--- config.mk ---
export PLATFORM = sky130hd
export DESIGN_NAME = fir_tap_line
export DESIGN_NICKNAME = d
export VERILOG_FILES = /design/src/rtl/fir_tap_line.sv
export SDC_FILE = /design/constraint.sdc
export NUM_CORES = 1
export LEC_CHECK = 0
export ABC_AREA = 1
export CAP_MARGIN = 10
export CORE_MARGIN = 2
export CORE_UTILIZATION = 52
export CTS_BUF_LIST = sky130_fd_sc_hd__clkbuf_16
export CTS_CLUSTER_DIAMETER = 60
export DETAILED_ROUTE_END_ITERATION = 10
export GPL_TIMING_DRIVEN = 0
export PLACE_DENSITY = 0.85
export SYNTH_ARGS = -nofsm -noshare
export SYNTH_HDL_FRONTEND = slang
export SYNTH_SLANG_ARGS = --single-unit
--- constraint.sdc ---
create_clock -name clk -period 8.6 [get_ports clk]
set_clock_uncertainty 0.05 [all_clocks]
set_input_delay 1.29 -clock clk [delete_from_list [all_inputs] [get_ports clk]]
set_output_delay 1.29 -clock clk [all_outputs]
set_load 0.05 [all_outputs]
--- src/rtl/fir_tap_line.sv ---
// Parametrised tap delay line: holds the last DEPTH accepted samples, exposes
// all taps in parallel with a valid/ack handshake, fill tracking and a registered read port.
module fir_tap_line #(
  parameter int unsigned WIDTH = 8,
  parameter int unsigned DEPTH = 8,
  parameter int unsigned SEL_W = 3,
  parameter int unsigned PRIME = 1
) (
  input  logic                   clk,
  input  logic                   rst,
  input  logic                   clr,
  input  logic                   in_valid,
  input  logic [WIDTH-1:0]       in_data,
  output logic                   in_ready,
  output logic [WIDTH*DEPTH-1:0] taps,
  output logic                   taps_valid,
  input  logic                   taps_ack,
  output logic [SEL_W:0]         fill_cnt,
  output logic                   primed,
  input  logic [SEL_W-1:0]       rd_sel,
  output logic [WIDTH-1:0]       rd_data
);

  localparam logic [SEL_W:0] FULL = (SEL_W+1)'(DEPTH);

  logic [WIDTH-1:0] tap_q [DEPTH];
  logic             accept;
  logic [SEL_W:0]   fill_next;
  logic [WIDTH-1:0] rd_next;

  assign in_ready  = !rst && !clr && (!taps_valid || taps_ack);
  assign accept    = in_valid && in_ready;
  assign fill_next = (fill_cnt == FULL) ? fill_cnt : fill_cnt + (SEL_W+1)'(1);
  assign primed    = (fill_cnt == FULL);

  genvar g;
  for (g = 0; g < DEPTH; g++) begin : g_pack
    assign taps[g*WIDTH +: WIDTH] = tap_q[g];
  end

  // Out-of-range selects match no tap and therefore read as zero.
  always_comb begin
    rd_next = '0;
    for (int unsigned i = 0; i < DEPTH; i++) begin
      if (rd_sel == SEL_W'(i)) rd_next = tap_q[i];
    end
  end

  always_ff @(posedge clk) begin
    if (rst || clr) begin
      for (int unsigned i = 0; i < DEPTH; i++) tap_q[i] <= '0;
      fill_cnt <= '0;
    end else if (accept) begin
      tap_q[0] <= in_data;
      for (int unsigned i = 1; i < DEPTH; i++) tap_q[i] <= tap_q[i-1];
      fill_cnt <= fill_next;
    end
  end

  always_ff @(posedge clk) begin
    if (rst || clr) begin
      taps_valid <= 1'b0;
    end else if (accept && (PRIME == 0 || fill_next == FULL)) begin
      taps_valid <= 1'b1;
    end else if (taps_ack) begin
      taps_valid <= 1'b0;
    end
  end

  // Clear leaves the read port alone: it still captures the pre-clear taps.
  always_ff @(posedge clk) begin
    if (rst) rd_data <= '0;
    else     rd_data <= rd_next;
  end

endmodule

==> flow_metrics.py, run 1 <==
metrics = {
    "layout": {
        "antennaDiodeCount": 0,
        "drive_gt1_share_pct": 9.48,
        "layout.nets": 498,
        "area_growth_pct": 35.7,
        "fin_cells": 565,
    },
    "synthesis": {
        "synth_top_area_share_pct": 53.2,
        "ys_seq_area_share_pct": 60.4,
        "synth_warnings": 0,
        "synth_area_leaders": "edfxtp_1, inv_1, nor2_1, dfxtp_1, nand2_1",
        "synth_edf_count": 64,
        "syn_area_um2": 3610,
        "ys.flop_type": "edfxtp_1",
        "synth_cells": 379,
        "yosys_register_bits": 77,
        "synth_async_sr_flop_share_pct": 0,
        "synth_fp_nets": 397,
        "synth.distinct_cells": 26,
        "postSynthAreaPerCell_um2": 9.53,
        "yosys.area.top_type": "edfxtp_1",
    },
    "worst_setup_path": {
        "cp_slowest_stage_delay_ps": 810,
        "critPathMostFrequentCell": "clkdlybuf4s50_1",
        "criticalPathCategory": "input pin to output port",
        "start_kind": "input pin",
        "crit_chain": "clkdlybuf4s50_1 > nor2_8 > inv_4 > a21oi_4 > clkdlybuf4s50_1",
        "crit_required_ps": 7260,
        "critPathTopFamily": "buffers and inverters",
        "cp_data_arrival_time_ps": 2970,
        "endpoint_kind": "output port",
        "worst_path_max_delay_cell": "clkdlybuf4s50_1",
        "crit_buf_inv": 3,
        "critPathMaxFanout": 10,
    },
    "die": {
        "fp.dieH_um": 87.4,
        "core_area_um2": 6760,
        "io_pins": 95,
        "die_width_um": 87.4,
        "start_util_pct": 53.5,
        "dieArea_um2": 7630,
        "row_count": 30,
    },
    "placement": {
        "io_buffers": 90,
        "dp_hpwl_um": 5730,
        "gp_congestion": 0.894,
        "dpl.cell_count": 549,
    },
    "routing": {
        "wl_per_cell_um": 14.2,
        "routed_wl_um": 8020,
        "drcViolationCount": 0,
        "ant_nets": 0,
        "drt_pass1_iterations": 4,
        "vias": 2822,
        "viasPerCell": 4.99,
        "drt_first_iter_violations": 192,
    },
    "cts": {
        "cts_buffers": 9,
        "cts.path.max_buffers": 2,
        "clock_latency_ps": 330,
        "cts_resized": 0,
        "cts_tree": "done",
        "cts_sinks": 77,
        "cts_hold_buf": 0,
        "cts_setup_buffers": 0,
        "clock_tree.root_cell": "clkbuf_16",
        "clkSlewWorstSetupHoldPaths_ps": 60,
        "cts_max_level": 3,
    },
    "power_and_ir_drop": {
        "p_leak_nw": 1.98,
        "p_per_area_nw_per_um2": 200,
        "ir_drop_mv": 0.136,
    },
    "timing": {
        "finalSetupViolCount": 0,
        "hold_viol": 0,
        "post-route-period-util_pct": 50.1,
        "rsz0062_at_grt": "no",
        "relSlewSlack_pct": 43.8,
        "slew_violations": 0,
        "period_minus_slack_ps": 4310,
        "hold_ws_ps": 470,
        "max_freq_mhz": 232,
        "finalSetupTns_ps": 0,
        "worst_slew_pin_slew_ps": 842,
    },
    "job": {
        "drv_cap": 0,
    },
    "global_route": {
        "grt_pass1_vias": 2598,
        "antenna_found_initial": 0,
        "grt_pass1_wl_um": 12500,
        "grt_max_degree": 67,
        "grt.overflow.total": 0,
        "grt_use_total_pct": 21.7,
    },
    "run_status": {
        "status": "finished clean",
    },
    "min_path": {
        "hold_class": "register to register",
    },
}
## power by group
group,total [W],switching (W),internal [W]
combinational,0.000179,0.000125,0.0000539
clock,0.000360,0.000140,0.000220
sequential,0.000442,0.0000151,0.000427
total,0.000982,0.000281,0.000701
## registers in the layout (all words and copies together) (netlist names)
name        count
rd_data         8
tap_q          64
fill_cnt        4
taps_valid      1
## path summary, 6_finish.rpt
check | startpoint | to | slack [ps] | cells after the start
max | clr | in_ready | 4290 | 5
min reg2reg | taps_valid | taps_valid | 470 | 2
max reg2reg | taps_valid | tap_q[0][41] | 6870 | 3
min | taps_valid | taps_valid | 470 | 2
## worst register-to-register path: stages (launching register included)
cell and delay (ps):
dfxtp_1 340, a21oi_4 140, nand2_2 150, nand2_4 650
## area by class of cell
cell class / count / area [um^2]
timing repair buffer: 90 / 901
clock buffer: 9 / 225
tap: 80 / 100
inverter: 90 / 340
sequential: 77 / 2180
fill: 463 / 1850
clock inverter: 7 / 57.6
multi-input combinational: 201 / 1010
buffer: 11 / 86.3
## cells in the mapped netlist (all sizes together) (2+ instances only)
library cell,n
inv,90
nor2,85
edfxtp,64
nand2,54
a21oi,20
nand3,14
nand4,14
dfxtp,13
buf,10
nor3,6
o21ai,3
ha,2
xor2,2
## through the flow
step	area (um^2)	worst slack (ps)	total power, W	utilization, %
after floorplan	3610	4620	0.000567	-
after global placement	4610	3930	0.000626	68.3
after detailed placement	4620	4300	0.000629	68.4
after CTS	4900	4290	0.000986	72.6
after global routing	4900	4250	0.00101	72.6
final	4900	4290	0.000982	72.6
## kinds of logic (layout without fill, tap and decap cells)
kind of cell | after synthesis | count (layout) | synth area share [%]
buffers and inverters | 101 | 207 | 11.8
adders and majority gates | 2 | 2 | 0.692
xor gates and xnor gates | 2 | 2 | 0.485
and+or+nand+nor | 174 | 174 | 23.1
AOI/OAI and AO/OA | 23 | 23 | 3.50
DFF | 77 | 77 | 60.4
## cell usage in the layout, fill, tap and decap left out, types with 2 or more instances in the layout
| cell | n |
|---|---|
| nor2_4 | 10 |
| nor3_2 | 3 |
| nand3_1 | 14 |
| nand4_1 | 14 |
| clkinv_1 | 3 |
| ha_1 | 2 |
| clkdlybuf4s50_1 | 90 |
| dfxtp_1 | 13 |
| buf_2 | 3 |
| inv_2 | 4 |
| buf_4 | 4 |
| o21ai_0 | 3 |
| nor2_1 | 74 |
| clkbuf_16 | 9 |
| nand2_1 | 52 |
| a21oi_1 | 19 |
| buf_6 | 2 |
| nor3_1 | 2 |
| inv_1 | 86 |
| edfxtp_1 | 64 |
| xor2_1 | 2 |
## routing by layer
layer | wire [um] | track usage (%) | share of wire, % | vias up
met3 | 637 | 7.01 | 7.9 | 13
met2 | 3990 | 35.2 | 50 | 108
met5 | 0 | 0 | 0 | -
met4 | 136 | 9.23 | 1.7 | 0
li1 | - | - | - | 1390
met1 | 3260 | 26.8 | 41 | 1311
(Power assumes the default switching activity.)
==> run 2, diff against run 1 <==
--- a/config.mk
+++ b/config.mk
@@ -8,12 +8,12 @@
 export ABC_AREA = 1
 export CAP_MARGIN = 10
 export CORE_MARGIN = 2
-export CORE_UTILIZATION = 52
+export CORE_UTILIZATION = 49
 export CTS_BUF_LIST = sky130_fd_sc_hd__clkbuf_16
 export CTS_CLUSTER_DIAMETER = 60
 export DETAILED_ROUTE_END_ITERATION = 10
 export GPL_TIMING_DRIVEN = 0
-export PLACE_DENSITY = 0.85
+export PLACE_DENSITY = 0.8
 export SYNTH_ARGS = -nofsm -noshare
 export SYNTH_HDL_FRONTEND = slang
 export SYNTH_SLANG_ARGS = --single-unit
==> constraint.sdc (replaced) <==
create_clock -name clk -period 4 [get_ports clk]
set_clock_uncertainty 0.05 [all_clocks]
set_input_delay 0.6 -clock clk [delete_from_list [all_inputs] [get_ports clk]]
set_output_delay 0.6 -clock clk [all_outputs]
set_load 0.05 [all_outputs]
==> flow_metrics.py, run 2 (same netlist as run 1, synthesis figures left out) <==
metrics = {
    "job": {
        "drv_cap": 0,
    },
    "cts": {
        "clkSlewWorstSetupHoldPaths_ps": 60,
        "cts.path.max_buffers": 2,
        "cts_setup_buffers": 0,
        "cts_sinks": 77,
        "cts_resized": 0,
        "cts_tree": "done",
        "clock_tree.root_cell": "clkbuf_16",
        "clock_latency_ps": 330,
        "cts_hold_buf": 0,
        "cts_buffers": 9,
        "cts_max_level": 3,
    },
    "layout": {
        "layout.nets": 498,
        "fillCellCount": 549,
        "final_area_um2": 4900,
        "register_area_um2": 2180,
        "largest_register_ff_count": 64,
        "antennaDiodeCount": 0,
        "largest_register": "tap_q",
        "final_common_cell": "clkdlybuf4s50_1",
        "drive_gt1_share_pct": 9.07,
        "area_growth_pct": 35.6,
        "multi_input_comb_area_um2": 1010,
        "reg_top3": "tap_q (64), rd_data (8), fill_cnt (4)",
        "final_cell_mix": "clkdlybuf4s50_1, inv_1, nor2_1",
    },
    "timing": {
        "rsz0062_at_grt": "no",
        "relSlewSlack_pct": 42.7,
        "hold_viol": 0,
        "hold_ws_ps": 449,
        "post-route-period-util_pct": 73.1,
        "worst_slew_pin_slew_ps": 860,
        "max_freq_mhz": 342,
        "finalSetupViolCount": 0,
        "setup_slack_ps": 1080,
        "period_minus_slack_ps": 2920,
        "slew_violations": 0,
    },
    "worst_setup_path": {
        "cp_data_arrival_time_ps": 2270,
        "critPathMaxFanout": 10,
        "start_kind": "input pin",
        "crit_required_ps": 3350,
        "endpoint_kind": "output port",
        "criticalPathCategory": "input pin to output port",
    },
    "global_route": {
        "grt.overflow.total": 0,
        "grt_pass1_vias": 2746,
        "grt_pass1_wl_um": 13300,
        "antenna_found_initial": 0,
        "grt_use_total_pct": 20.8,
        "grt_max_degree": 67,
    },
    "placement": {
        "gp_congestion": 0.855,
        "dpl_worst_slack_ps": 1070,
        "io_buffers": 90,
        "placed_area_um2": 4650,
        "dp_hpwl_um": 5790,
    },
    "routing": {
        "viasPerCell": 4.77,
        "ant_nets": 0,
        "vias": 2784,
        "drt_pass1_iterations": 4,
        "wl_per_cell_um": 13.8,
        "drt_first_iter_violations": 187,
        "routed_wl_um": 8070,
        "drcViolationCount": 0,
    },
    "die": {
        "core_area_um2": 7210,
        "start_util_pct": 50.1,
        "io_pins": 95,
        "fp.dieH_um": 89.9,
        "row_count": 31,
        "die_width_um": 89.9,
        "dieArea_um2": 8080,
    },
    "run_status": {
        "status": "finished clean",
    },
    "power_and_ir_drop": {
        "p_per_area_nw_per_um2": 415,
        "p_leak_nw": 1.98,
        "ir_drop_mv": 0.233,
    },
    "min_path": {
        "hold_class": "input pin to register",
    },
}
run 2: cell type report:
class | count | share of cell area (%)
tap | 99 | 2.53
multi-input combinational | 201 | 20.7
clock buffer | 9 | 4.60
inverter | 90 | 6.95
buffer | 11 | 1.76
timing repair buffer | 90 | 18.4
clock inverter | 7 | 0.562
sequential | 77 | 44.5
run 2: report_power, final:
| group | switching (W) | leakage (nW) | internal (W) | total (W) |
|---|---|---|---|---|
| registers | 0.0000325 | 0.824 | 0.000919 | 0.000951 |
| clock network | 0.000294 | 0.139 | 0.000405 | 0.000699 |
| logic | 0.000269 | 1.02 | 0.000116 | 0.000385 |
run 2: critical path, cell delays in order:
cell and delay, ps:
clkdlybuf4s50_1 490, nor2_8 150, inv_4 90, a21oi_4 130, clkdlybuf4s50_1 810
run 2: worst paths after layout:
kind	start	end	slack (ps)	cells past startpoint
hold / removal	rst	rd_data[0]	450	2
setup / recovery	clr	in_ready	1080	5
hold reg to reg	taps_valid	taps_valid	480	2
setup reg to reg	taps_valid	tap_q[0][63]	2270	3
run 2: per-stage QoR:
step,setup TNS [ps],total power (W),utilization [%],instances
finish,0,0.00203,67.9,584
global route,0,0.00210,67.9,584
CTS,0,0.00205,67.9,584
detailed placement,0,0.00135,64.4,568
global placement,-2160,0.00135,64.3,568
floorplan,0,0.00122,-,379
run 2: layer usage:
layer	vias up	part of all wire [%]	GRT usage, %
li1	1388	-	-
met3	10	8.2	7.54
met1	1277	41	24.7
met4	0	1.6	6.67
met5	-	0	0
met2	109	50	35.3
==> run 3, diff against run 2 <==
==> constraint.sdc (replaced) <==
create_clock -name clk -period 2.99 [get_ports clk]
set_clock_uncertainty 0.05 [all_clocks]
set_input_delay 0.4485 -clock clk [delete_from_list [all_inputs] [get_ports clk]]
set_output_delay 0.4485 -clock clk [all_outputs]
set_load 0.05 [all_outputs]
==> flow_metrics.py, run 3 (same netlist as run 1, synthesis figures left out) <==
metrics = {
    "routing": {
        "drt-met1-wl_um": 3300,
        "routed_wl_um": 8090,
        "top_layer_used": "met4",
        "wl_met3_um": 653,
        "viasPerCell": 4.73,
        "drcViolationCount": 0,
        "wl_per_cell_um": 13.8,
        "drt_first_iter_violations": 164,
        "vias": 2762,
        "drt_pass1_iterations": 4,
        "routed-wl-met2_um": 4020,
        "ant_nets": 0,
    },
    "layout": {
        "fillCellCount": 564,
        "area_growth_pct": 36.0,
        "drive_gt1_share_pct": 10.1,
        "final_common_cell": "clkdlybuf4s50_1",
        "antennaDiodeCount": 0,
        "final_cell_mix": "clkdlybuf4s50_1, inv_1, nor2_1",
        "fin_cells": 584,
        "reg_top3": "tap_q (64), rd_data (8), fill_cnt (4)",
        "largest_register_ff_count": 64,
        "layout.nets": 498,
        "largest_register": "tap_q",
    },
    "run_status": {
        "status": "finished clean",
    },
    "worst_setup_path": {
        "reg2regPathDepth": 3,
        "reg2reg_slack_ps": 1220,
        "start_kind": "input pin",
        "endpoint_kind": "output port",
        "worst_path_max_delay_cell": "clkdlybuf4s50_1",
        "cp_slowest_stage_delay_ps": 810,
        "crit_buf_inv": 3,
        "crit_chain": "clkdlybuf4s50_1 > nor2_8 > inv_4 > a21oi_4 > clkdlybuf4s50_1",
        "timing.rr.start": "taps_valid",
        "critPathMostFrequentCell": "clkdlybuf4s50_1",
        "critPathMaxFanout": 10,
        "crit_cells": 5,
        "cp_data_arrival_time_ps": 2120,
        "critPathTopFamily": "buffers and inverters",
        "crit_required_ps": 2490,
        "r2r-end": "tap_q[0][24]",
        "criticalPathCategory": "input pin to output port",
    },
    "die": {
        "die_width_um": 89.9,
        "start_util_pct": 50.1,
        "row_count": 31,
        "io_pins": 95,
        "fp.dieH_um": 89.9,
        "core_area_um2": 7210,
        "dieArea_um2": 8080,
    },
    "cts": {
        "cts_max_level": 3,
        "cts.path.max_buffers": 2,
        "cts_sinks": 77,
        "cts_setup_buffers": 0,
        "clkSlewWorstSetupHoldPaths_ps": 60,
        "cts_hold_buf": 0,
        "clock_latency_ps": 340,
        "clock_tree.root_cell": "clkbuf_16",
        "cts_resized": 0,
        "cts_tree": "done",
        "cts_buffers": 9,
    },
    "timing": {
        "max_freq_mhz": 382,
        "post-route-period-util_pct": 87.6,
        "finalSetupViolCount": 0,
        "slew_violations": 0,
        "setup_slack_ps": 371,
        "period_minus_slack_ps": 2620,
        "hold_viol": 0,
        "hold_ws_ps": 283,
        "worst_slew_pin_slew_ps": 859,
        "relSlewSlack_pct": 42.7,
        "rsz0062_at_grt": "no",
        "finalSetupTns_ps": 0,
    },
    "placement": {
        "dpl.cell_count": 568,
        "io_buffers": 90,
        "dp_hpwl_um": 5770,
        "dpl_worst_slack_ps": 364,
        "gp_congestion": 0.870,
    },
    "power_and_ir_drop": {
        "p_per_area_nw_per_um2": 565,
        "p_leak_nw": 1.98,
        "power_w": 0.00278,
        "ir_drop_mv": 0.379,
    },
    "min_path": {
        "hold_class": "input pin to register",
        "hold_depth": 2,
        "holdPathEnd": "rd_data[1]",
        "min_from": "rst",
    },
    "global_route": {
        "grt_max_degree": 67,
        "grt_pass1_vias": 2788,
        "grt.overflow.total": 0,
        "antenna_found_initial": 0,
        "grt_pass1_wl_um": 13300,
        "grt_use_total_pct": 21.0,
    },
    "job": {
        "drv_cap": 0,
    },
}
[run 3: changes by cell type in the layout (fill, tap and decap cells not counted)]
cell      before  now
inv_2          4    5
clkinv_4       0    2
inv_1         89   86
inv_6          0    1
clkinv_1       2    0
clkinv_2       1    2
[run 3: routing by layer]
layer / global-route usage [%] / vias up
met3: 6.96 / 10
met4: 9.36 / 0
met2: 35.2 / 107
met1: 24.7 / 1258
met5: 0 / -
li1: - / 1387
[run 3: cell type report]
cell class                      count  area, um^2  area share, %
Timing Repair Buffer               90         901           18.3
Clock buffer                        9         225           4.58
Multi-Input combinational cell    201        1010           20.6
Inverter                           90         340           6.92
Sequential cell                    77        2180           44.4
Tap cell                           99         124           2.52
Buffer                             11        86.3           1.76
Clock inverter                      7        43.8          0.891
[run 3: worst max-delay path by stage]
stage	start	endpoint	slack [ps]
2_1_floorplan	rst	tap_q[0][0]	450
3_3_place_gp	clr	tap_q[0][2]	-50
3_5_place_dp	clr	in_ready	360
4_1_cts	clr	in_ready	360
5_1_grt	clr	in_ready	320
6_report	clr	in_ready	370
[run 3: metrics by stage]
stage          cell area (um^2)  utilization (%)
5_1_grt                    4910             68.1
4_1_cts                    4910             68.1
3_3_place_gp               4640             64.3
3_5_place_dp               4650             64.4
2_1_floorplan              3620                -
6_report                   4910             68.1
[run 3: power by group]
part           switching (W)  internal [W]
Combinational       0.000359      0.000155
Clock               0.000433      0.000559
Sequential         0.0000439       0.00123
